File: src/rtl/tl_channel_monitor.sv
// Purpose : valid/ready protocol checker for NUM_CH channels; flags valid drops, payload
//           changes before handshake and over-long stalls, with sticky record and counters.
// Latency : a violation seen in cycle t is reported on err_valid_o in cycle t+1; passive, applies no backpressure.
// Ports   : clock_i/reset_i (sync, active-high), enable_i, clear_i, ch_valid_i/ch_ready_i/ch_payload_i
//           (channel i at [i*DATA_W +: DATA_W]); err_valid_o/err_code_o/err_ch_o pulse report,
//           sticky_err_o/sticky_code_o/sticky_ch_o first-error record, err_count_o, fire_cnt_o (channel i at [i*CNT_W +: CNT_W]).
module tl_channel_monitor #(
    parameter int NUM_CH  = 4,
    parameter int DATA_W  = 64,
    parameter int TIMEOUT = 1000,
    parameter int CNT_W   = 32,
    localparam int CH_W   = (NUM_CH > 1) ? $clog2(NUM_CH) : 1
) (
    input  logic                      clock_i,
    input  logic                      reset_i,
    input  logic                      enable_i,
    input  logic                      clear_i,
    input  logic [NUM_CH-1:0]         ch_valid_i,
    input  logic [NUM_CH-1:0]         ch_ready_i,
    input  logic [NUM_CH*DATA_W-1:0]  ch_payload_i,
    output logic                      err_valid_o,
    output logic [1:0]                err_code_o,
    output logic [CH_W-1:0]           err_ch_o,
    output logic                      sticky_err_o,
    output logic [1:0]                sticky_code_o,
    output logic [CH_W-1:0]           sticky_ch_o,
    output logic [CNT_W-1:0]          err_count_o,
    output logic [NUM_CH*CNT_W-1:0]   fire_cnt_o
);

    localparam int ST_W   = $clog2(TIMEOUT + 1);
    localparam int NSUM_W = $clog2(NUM_CH + 1);
    localparam logic [ST_W-1:0] TO_V  = ST_W'(TIMEOUT);
    localparam logic [ST_W-1:0] TO_M1 = ST_W'(TIMEOUT - 1);

    localparam logic [1:0] C_NONE = 2'd0;
    localparam logic [1:0] C_DROP = 2'd1;
    localparam logic [1:0] C_CHG  = 2'd2;
    localparam logic [1:0] C_STALL = 2'd3;

    typedef enum logic {IDLE, WAIT} state_e;

    state_e                           state_q [NUM_CH];
    state_e                           state_d [NUM_CH];
    logic [NUM_CH-1:0][ST_W-1:0]      stall_q, stall_d;
    logic [NUM_CH-1:0][DATA_W-1:0]    latch_q, latch_d;
    logic [NUM_CH-1:0][DATA_W-1:0]    pay;
    logic [NUM_CH-1:0][CNT_W-1:0]     fire_q, fire_d;
    logic [NUM_CH-1:0][1:0]           code;

    logic                 det_any;
    logic [1:0]           det_code;
    logic [CH_W-1:0]      det_ch;
    logic [NSUM_W-1:0]    det_n;
    logic [CNT_W:0]       cnt_sum;

    logic                 err_valid_q;
    logic [1:0]           err_code_q;
    logic [CH_W-1:0]      err_ch_q;
    logic                 sticky_err_q, sticky_err_d;
    logic [1:0]           sticky_code_q, sticky_code_d;
    logic [CH_W-1:0]      sticky_ch_q, sticky_ch_d;
    logic [CNT_W-1:0]     err_count_q, err_count_d;

    assign pay = ch_payload_i;

    // Per-channel FSM: one code per channel per cycle, priority drop > change > stall.
    always_comb begin
        for (int i = 0; i < NUM_CH; i++) begin
            state_d[i] = state_q[i];
            stall_d[i] = stall_q[i];
            latch_d[i] = latch_q[i];
            code[i]    = C_NONE;
            fire_d[i]  = fire_q[i];
            if (enable_i && ch_valid_i[i] && ch_ready_i[i] && (fire_q[i] != '1)) begin
                fire_d[i] = fire_q[i] + 1'b1;
            end
            if (!enable_i) begin
                state_d[i] = IDLE;
                stall_d[i] = '0;
            end else begin
                case (state_q[i])
                    IDLE: begin
                        if (ch_valid_i[i] && !ch_ready_i[i]) begin
                            state_d[i] = WAIT;
                            latch_d[i] = pay[i];
                            stall_d[i] = ST_W'(1);
                        end
                    end
                    WAIT: begin
                        if (!ch_valid_i[i]) begin
                            code[i]    = C_DROP;
                            state_d[i] = IDLE;
                            stall_d[i] = '0;
                        end else begin
                            if (pay[i] != latch_q[i]) begin
                                code[i]    = C_CHG;
                                latch_d[i] = pay[i];
                            end
                            if (ch_ready_i[i]) begin
                                state_d[i] = IDLE;
                                stall_d[i] = '0;
                            end else if (stall_q[i] != TO_V) begin
                                stall_d[i] = stall_q[i] + 1'b1;
                                // Saturation at TIMEOUT makes this edge occur once per episode.
                                if ((stall_q[i] == TO_M1) && (code[i] == C_NONE)) begin
                                    code[i] = C_STALL;
                                end
                            end
                        end
                    end
                    default: state_d[i] = IDLE;
                endcase
            end
        end
    end

    // Walk from the top so the lowest erring index is the one left reported.
    always_comb begin
        det_any  = 1'b0;
        det_code = C_NONE;
        det_ch   = '0;
        det_n    = '0;
        for (int i = NUM_CH - 1; i >= 0; i--) begin
            if (code[i] != C_NONE) begin
                det_any  = 1'b1;
                det_code = code[i];
                det_ch   = CH_W'(i);
                det_n    = det_n + 1'b1;
            end
        end
    end

    assign cnt_sum = {1'b0, err_count_q} + (CNT_W + 1)'(det_n);

    // clear beats a same-cycle detection for both the record and the count.
    always_comb begin
        err_count_d   = err_count_q;
        sticky_err_d  = sticky_err_q;
        sticky_code_d = sticky_code_q;
        sticky_ch_d   = sticky_ch_q;
        if (clear_i) begin
            err_count_d   = '0;
            sticky_err_d  = 1'b0;
            sticky_code_d = C_NONE;
            sticky_ch_d   = '0;
        end else begin
            err_count_d = cnt_sum[CNT_W] ? '1 : cnt_sum[CNT_W-1:0];
            if (!sticky_err_q && det_any) begin
                sticky_err_d  = 1'b1;
                sticky_code_d = det_code;
                sticky_ch_d   = det_ch;
            end
        end
    end

    always_ff @(posedge clock_i) begin
        if (reset_i) begin
            for (int i = 0; i < NUM_CH; i++) begin
                state_q[i] <= IDLE;
            end
            stall_q       <= '0;
            latch_q       <= '0;
            fire_q        <= '0;
            err_valid_q   <= 1'b0;
            err_code_q    <= C_NONE;
            err_ch_q      <= '0;
            sticky_err_q  <= 1'b0;
            sticky_code_q <= C_NONE;
            sticky_ch_q   <= '0;
            err_count_q   <= '0;
        end else begin
            for (int i = 0; i < NUM_CH; i++) begin
                state_q[i] <= state_d[i];
            end
            stall_q       <= stall_d;
            latch_q       <= latch_d;
            fire_q        <= fire_d;
            err_valid_q   <= det_any;
            err_code_q    <= det_code;
            err_ch_q      <= det_ch;
            sticky_err_q  <= sticky_err_d;
            sticky_code_q <= sticky_code_d;
            sticky_ch_q   <= sticky_ch_d;
            err_count_q   <= err_count_d;
        end
    end

    assign err_valid_o   = err_valid_q;
    assign err_code_o    = err_code_q;
    assign err_ch_o      = err_ch_q;
    assign sticky_err_o  = sticky_err_q;
    assign sticky_code_o = sticky_code_q;
    assign sticky_ch_o   = sticky_ch_q;
    assign err_count_o   = err_count_q;
    assign fire_cnt_o    = fire_q;

endmodule

File: config.mk
export PLATFORM = sky130hd
export DESIGN_NAME = tl_channel_monitor
export DESIGN_NICKNAME = d
export VERILOG_FILES = /design/src/rtl/tl_channel_monitor.sv
export SDC_FILE = /design/constraint.sdc
export NUM_CORES = 1
export LEC_CHECK = 0
export BUFFER_PORTS_ARGS = -buffer_cell sky130_fd_sc_hd__buf_2
export CORE_UTILIZATION = 52
export CTS_BUF_LIST = sky130_fd_sc_hd__clkbuf_2
export DETAILED_ROUTE_END_ITERATION = 6
export HOLD_SLACK_MARGIN = 0.1
export PLACE_DENSITY = 0.79
export SYNTH_ARGS = -nofsm -noshare
export SYNTH_HDL_FRONTEND = slang
export SYNTH_SLANG_ARGS = --single-unit
File: constraint.sdc
create_clock -name clock_i -period 4.7 [get_ports clock_i]
set_clock_uncertainty 0.2 [all_clocks]
set_input_delay 0.235 -clock clock_i [delete_from_list [all_inputs] [get_ports clock_i]]
set_output_delay 0.235 -clock clock_i [all_outputs]
set_load 0.005 [all_outputs]
==> impl_metrics.env, run 1 <==
export IMPL_clockBufferDepth=3
export IMPL_cts_hold_buf=703
export IMPL_synth_fp_nets=2675
export IMPL_fp_dieW_um=207
export IMPL_placed_area_um2=24800
export IMPL_clockRootBuffer="clkbuf_2"
export IMPL_io_buffers=437
export IMPL_gp_congestion=0.874
export IMPL_post_place_ws_ns=-0.299
export IMPL_synth_ff_type="dfxtp_1"
export IMPL_firstError="[ERROR RSZ-0060] Max buffer count reached."
export IMPL_h_tree_depth=3
export IMPL_syn_area_um2=22000
export IMPL_start_util_pct=53.3
export IMPL_ys_types=73
export IMPL_yosys_warnings=0
export IMPL_rows=74
export IMPL_ys_seq_elements=470
export IMPL_ctsResizeCount=19
export IMPL_place_hpwl_um=39200
export IMPL_post_cts_buffers=2
export IMPL_ioPinCount=438
export IMPL_synth_edf_count=0
export IMPL_numCtsBuffers=120
export IMPL_die_h_um=207
export IMPL_status="did not finish"
export IMPL_synth_avg_cell_area_um2=9.20
export IMPL_synthArstFlopShare_pct=0
export IMPL_stop_stage="clock tree synthesis"
export IMPL_synth_cells=2386
export IMPL_ys_seq_area_share_pct=42.9
export IMPL_cts_sinks=470
==> Yosys cell counts, types with 2 or more instances <==
cell,number,area [µm²]
ha_1,20,250
o21ai_0,39,195
and4_1,22,193
o21a_1,2,15.0
a22oi_1,4,30.0
o21ai_1,4,20.0
inv_1,39,146
clkbuf_1,55,206
dfxtp_1,470,9410
nor2b_1,12,75.1
or2_1,2,12.5
or2_2,5,31.3
a21o_1,3,22.5
or3_1,29,181
and4_4,3,33.8
nand4_1,64,400
mux2i_1,265,2650
o21bai_1,2,15.0
nand3_1,73,365
xor2_1,286,2500
o2111ai_1,4,35.0
nor3_1,25,125
a31oi_1,7,43.8
or4_4,2,22.5
xnor2_1,127,1110
nand4_2,4,50.1
and2_1,18,113
nor3b_1,4,30.0
a211o_1,2,17.5
buf_2,32,160
nor4b_1,3,26.3
nand2_1,98,368
nand2b_1,6,37.5
nor4_2,3,37.5
a41oi_1,2,17.5
nand3b_1,2,15.0
o31ai_1,3,22.5
nor2_1,453,1700
a21oi_1,65,325
or4_1,3,22.5
nor4_1,63,394
and3_1,30,188
==> cells by family after synthesis <==
kind of cell    share of synthesized area [%]
mux                                      12.1
buf+inv                                  2.42
xor+xnor                                 16.5
fa+ha+maj                                1.23
simple gates                             20.9
flops                                    42.9
compound gates                           4.03
==> metrics by stage <==
| step | hold slack (ns) | cells |
|---|---|---|
| global placement | 0.254 | 3302 |
| floorplan | 0.180 | 2386 |
| detailed placement | 0.288 | 3302 |
==> inputs of run 2 (changes only) <==
==> config.mk (replaced) <==
export PLATFORM = sky130hd
export DESIGN_NAME = tl_channel_monitor
export DESIGN_NICKNAME = d
export VERILOG_FILES = /design/src/rtl/tl_channel_monitor.sv
export SDC_FILE = /design/constraint.sdc
export NUM_CORES = 1
export LEC_CHECK = 0
export BUFFER_PORTS_ARGS = -buffer_cell sky130_fd_sc_hd__buf_2
export CORE_UTILIZATION = 40
export DETAILED_ROUTE_END_ITERATION = 6
export PLACE_DENSITY_LB_ADDON = 0.15
export SYNTH_ARGS = -nofsm -noshare
export SYNTH_HDL_FRONTEND = slang
export SYNTH_SLANG_ARGS = --single-unit
==> constraint.sdc (replaced) <==
create_clock -name clock_i -period 6.1 [get_ports clock_i]
set_clock_uncertainty 0.2 [all_clocks]
set_input_delay 0.305 -clock clock_i [delete_from_list [all_inputs] [get_ports clock_i]]
set_output_delay 0.305 -clock clock_i [all_outputs]
set_load 0.005 [all_outputs]
==> run 2 against run 1 <==
Compared with the run above: area after synthesis unchanged; synthesized cell count unchanged; the flow now finishes, with violations (negative hold slack).
==> impl_metrics.env, run 2 <==
export IMPL_routed_via_density=4.95
export IMPL_fillCellCount=4891
export IMPL_regMostFlops="latch_q"
export IMPL_drt_wl_total_um=57800
export IMPL_area_delta_synth_final_pct=32.9
export IMPL_start_util_pct=40.6
export IMPL_max_slew_worst_pin_slew_ns=1.16
export IMPL_synth_ff_type="dfxtp_1"
export IMPL_wl_met1_um=25800
export IMPL_cts_tree="built"
export IMPL_crit_buf_inv=3
export IMPL_fp_dieW_um=236
export IMPL_yosys_warnings=0
export IMPL_gp_congestion=0.838
export IMPL_finalCritPeriodShare_pct=92.6
export IMPL_synth_cells=2386
export IMPL_h_tree_depth=2
export IMPL_wl_per_cell_um=15.2
export IMPL_largest_register_ffs=256
export IMPL_rrSetupSlack_ns=0.52
export IMPL_grt_pass1_wl_um=94600
export IMPL_cp_data_required_time_ns=6.35
export IMPL_period_needed_ns=5.65
export IMPL_clockRootBuffer="clkbuf_16"
export IMPL_clockBufferDepth=3
export IMPL_path_class="primary input to flip-flop"
export IMPL_synth_edf_count=0
export IMPL_min_path_cells=2
export IMPL_slowest_delay_ns=0.55
export IMPL_layout_drive_gt1_share_pct=18.3
export IMPL_ys_seq_area_share_pct=42.9
export IMPL_cp_data_arrival_time_ns=5.90
export IMPL_dp_cells=3441
export IMPL_cp_end_kind="flip-flop"
export IMPL_grt_max_degree=184
export IMPL_synthTopCellsByArea="dfxtp_1 43%, mux2i_1 12%, xor2_1 11%, nor2_1 7.7%, xnor2_1 5.1%"
export IMPL_dr_pass1_iters=4
export IMPL_relSlewSlack_pct=22.9
export IMPL_core_um2=54000
export IMPL_drt_initial_drc_count=808
export IMPL_yosysMostFrequentCell="dfxtp_1"
export IMPL_synth_avg_cell_area_um2=9.20
export IMPL_die_h_um=236
export IMPL_regToRegEndpoint="err_count_o[31]$_SDFF_PP0_"
export IMPL_ioPinCount=438
export IMPL_path_cells="dlygate4sd3_1 > buf_2 > xor2_1 > nor4_1 > nand4_1 > nor4_1 > buf_4 > nor2b_1 > a21o_1 > ha_1 > xnor2_1 > ha_1 > mux2_2 > ha_1 > a21o_1 > a21o_1 > and4_1 > nand2_1 > nor3_1 > nor4b_1 > mux2i_1 > nor2_1"
export IMPL_vias=18800
export IMPL_hp_start="reset_i"
export IMPL_grt_overflow_total=0
export IMPL_final_cell_mix="470 x dfxtp_1, 452 x nor2_1, 436 x buf_2, 286 x xor2_1, 266 x dlygate4sd3_1"
export IMPL_rows=85
export IMPL_clock_latency_ns=0.60
export IMPL_cts_sinks=470
export IMPL_grt_pass1_vias=18700
export IMPL_numCtsBuffers=53
export IMPL_wl_met2_um=27300
export IMPL_ys_seq_elements=470
export IMPL_synthArstFlopShare_pct=0
export IMPL_synth_top_area_share_pct=42.9
export IMPL_reg2reg_depth=20
export IMPL_worst_path_max_delay_cell="dlygate4sd3_1"
export IMPL_power_per_cell_area_nw_per_um2=241
export IMPL_start_kind="primary input"
export IMPL_reg2reg_from="latch_q[200]$_SDFFE_PP0P_"
export IMPL_cp_top_family="simple AND/OR/NAND/NOR gates"
export IMPL_clk_pin_slew_worst_paths_ns=0.06
export IMPL_ys_types=73
export IMPL_max_freq_mhz=177
export IMPL_antenna_found_initial=4
export IMPL_holdWs_ns=-0.0162
export IMPL_maxUsedRoutingLayer="met5"
export IMPL_layout_nets=3355
export IMPL_ctsResizeCount=0
export IMPL_p_leak_nw=12.0
export IMPL_synth_area_leader_cell="dfxtp_1"
export IMPL_io_buffers=437
export IMPL_min_to="latch_q[228]$_SDFFE_PP0P_"
export IMPL_drc=0
export IMPL_hp_class="primary input to flip-flop"
export IMPL_synth_fp_nets=2675
export IMPL_syn_area_um2=22000
export IMPL_rsz0062_at_grt="no"
export IMPL_fin_cells=3806
export IMPL_ant_nets=0
export IMPL_peakVddDrop_v=0.000195
export IMPL_place_hpwl_um=39400
export IMPL_tns_ns=0
export IMPL_cap_violations=0
export IMPL_setup_violations=0
export IMPL_wl_met3_um=3110
export IMPL_cp_max_fo=4
export IMPL_dieArea_um2=55800
export IMPL_slew_viol_final=0
export IMPL_hold_viol_final=2
export IMPL_final_common_cell="dfxtp_1"
export IMPL_violations="negative hold slack"
export IMPL_synth_commonest_cells="470 x dfxtp_1, 453 x nor2_1, 286 x xor2_1"
export IMPL_status="finished with violations"
export IMPL_grt_use_total_pct=20.3
==> run 2: cell counts after synthesis <==
Identical to the previous run, type by type.
==> run 2: cells by family (layout without fill, tap and decap cells) <==
logic type                 after synthesis  after routing  share of synthesized area, %
other                                    0              3                             0
xor gates and xnor gates               413            413                          16.5
DFF                                    470            470                          42.9
muxes                                  266            266                          12.1
AOI/OAI and AO/OA                      149            149                          4.03
buffers and inverters                  128            849                          2.42
and+or+nand+nor                        939            939                          20.9
adders and majority gates               21             21                          1.23
==> run 2: power breakdown <==
group / total, mW / internal, mW / leakage (nW) / switching, mW
Sequential: 3.18 / 3.14 / 3.81 / 0.0465
Clock: 3.20 / 1.90 / 0.869 / 1.30
Combinational: 0.649 / 0.343 / 7.34 / 0.305
Total: 7.03 / 5.38 / 12.0 / 1.65
==> run 2: how the worst max path moves through the flow <==
stage                         startpoint                    endpoint  slack, ns  cells after the start
4_1_cts        latch_q[200]$_SDFFE_PP0P_  err_count_o[31]$_SDFF_PP0_       0.47                     20
3_3_place_gp           ch_payload_i[200]  err_count_o[31]$_SDFF_PP0_       0.51                     21
6_report               ch_payload_i[212]  err_count_o[31]$_SDFF_PP0_       0.45                     22
2_1_floorplan   stall_q[26]$_SDFFE_PP0P_  err_count_o[20]$_SDFF_PP0_       1.25                     20
5_1_grt                ch_payload_i[212]  err_count_o[31]$_SDFF_PP0_       0.11                     22
3_5_place_dp           ch_payload_i[200]  err_count_o[31]$_SDFF_PP0_       0.43                     21
==> run 2: metal layers <==
| layer | global-route usage (%) | vias to the layer above |
|---|---|---|
| met3 | 4.41 | 116 |
| met2 | 34.2 | 394 |
| met5 | 0 | - |
| met4 | 6.87 | 2 |
| met1 | 25.4 | 8798 |
| li1 | - | 9521 |
==> run 2: metrics by stage <==
| stage | cell area, µm² | utilization (%) | power, mW | worst slack (ns) |
|---|---|---|---|---|
| finish | 29200 | 54.0 | 7.03 | 0.454 |
| global route | 29200 | 54.0 | 7.32 | 0.114 |
| CTS | 29200 | 54.0 | 7.14 | 0.473 |
| detailed placement | 24800 | 45.8 | 3.75 | 0.429 |
| global placement | 24800 | 45.8 | 3.74 | 0.514 |
| floorplan | 22000 | - | 3.55 | 1.25 |
==> run 2: area by class of cell <==
| cell class | instances | area (µm²) | area share [%] |
|---|---|---|---|
| clock inverters | 24 | 236 | 0.811 |
| multi-input cells | 1788 | 12000 | 41.3 |
| flip-flops and latches | 470 | 9410 | 32.3 |
| repair buffers | 714 | 4950 | 17.0 |
| inverters | 39 | 146 | 0.502 |
| diodes | 3 | 7.51 | 0.0257 |
| clock buffers | 72 | 1510 | 5.18 |
| well taps | 696 | 871 | 2.98 |
==> run 2: what timing repair did <==
item,in CTS,in global routing
hold endpoints to repair,267,0
setup buffers,0,0
hold buffers,266,0
(Power assumes the default switching activity.)
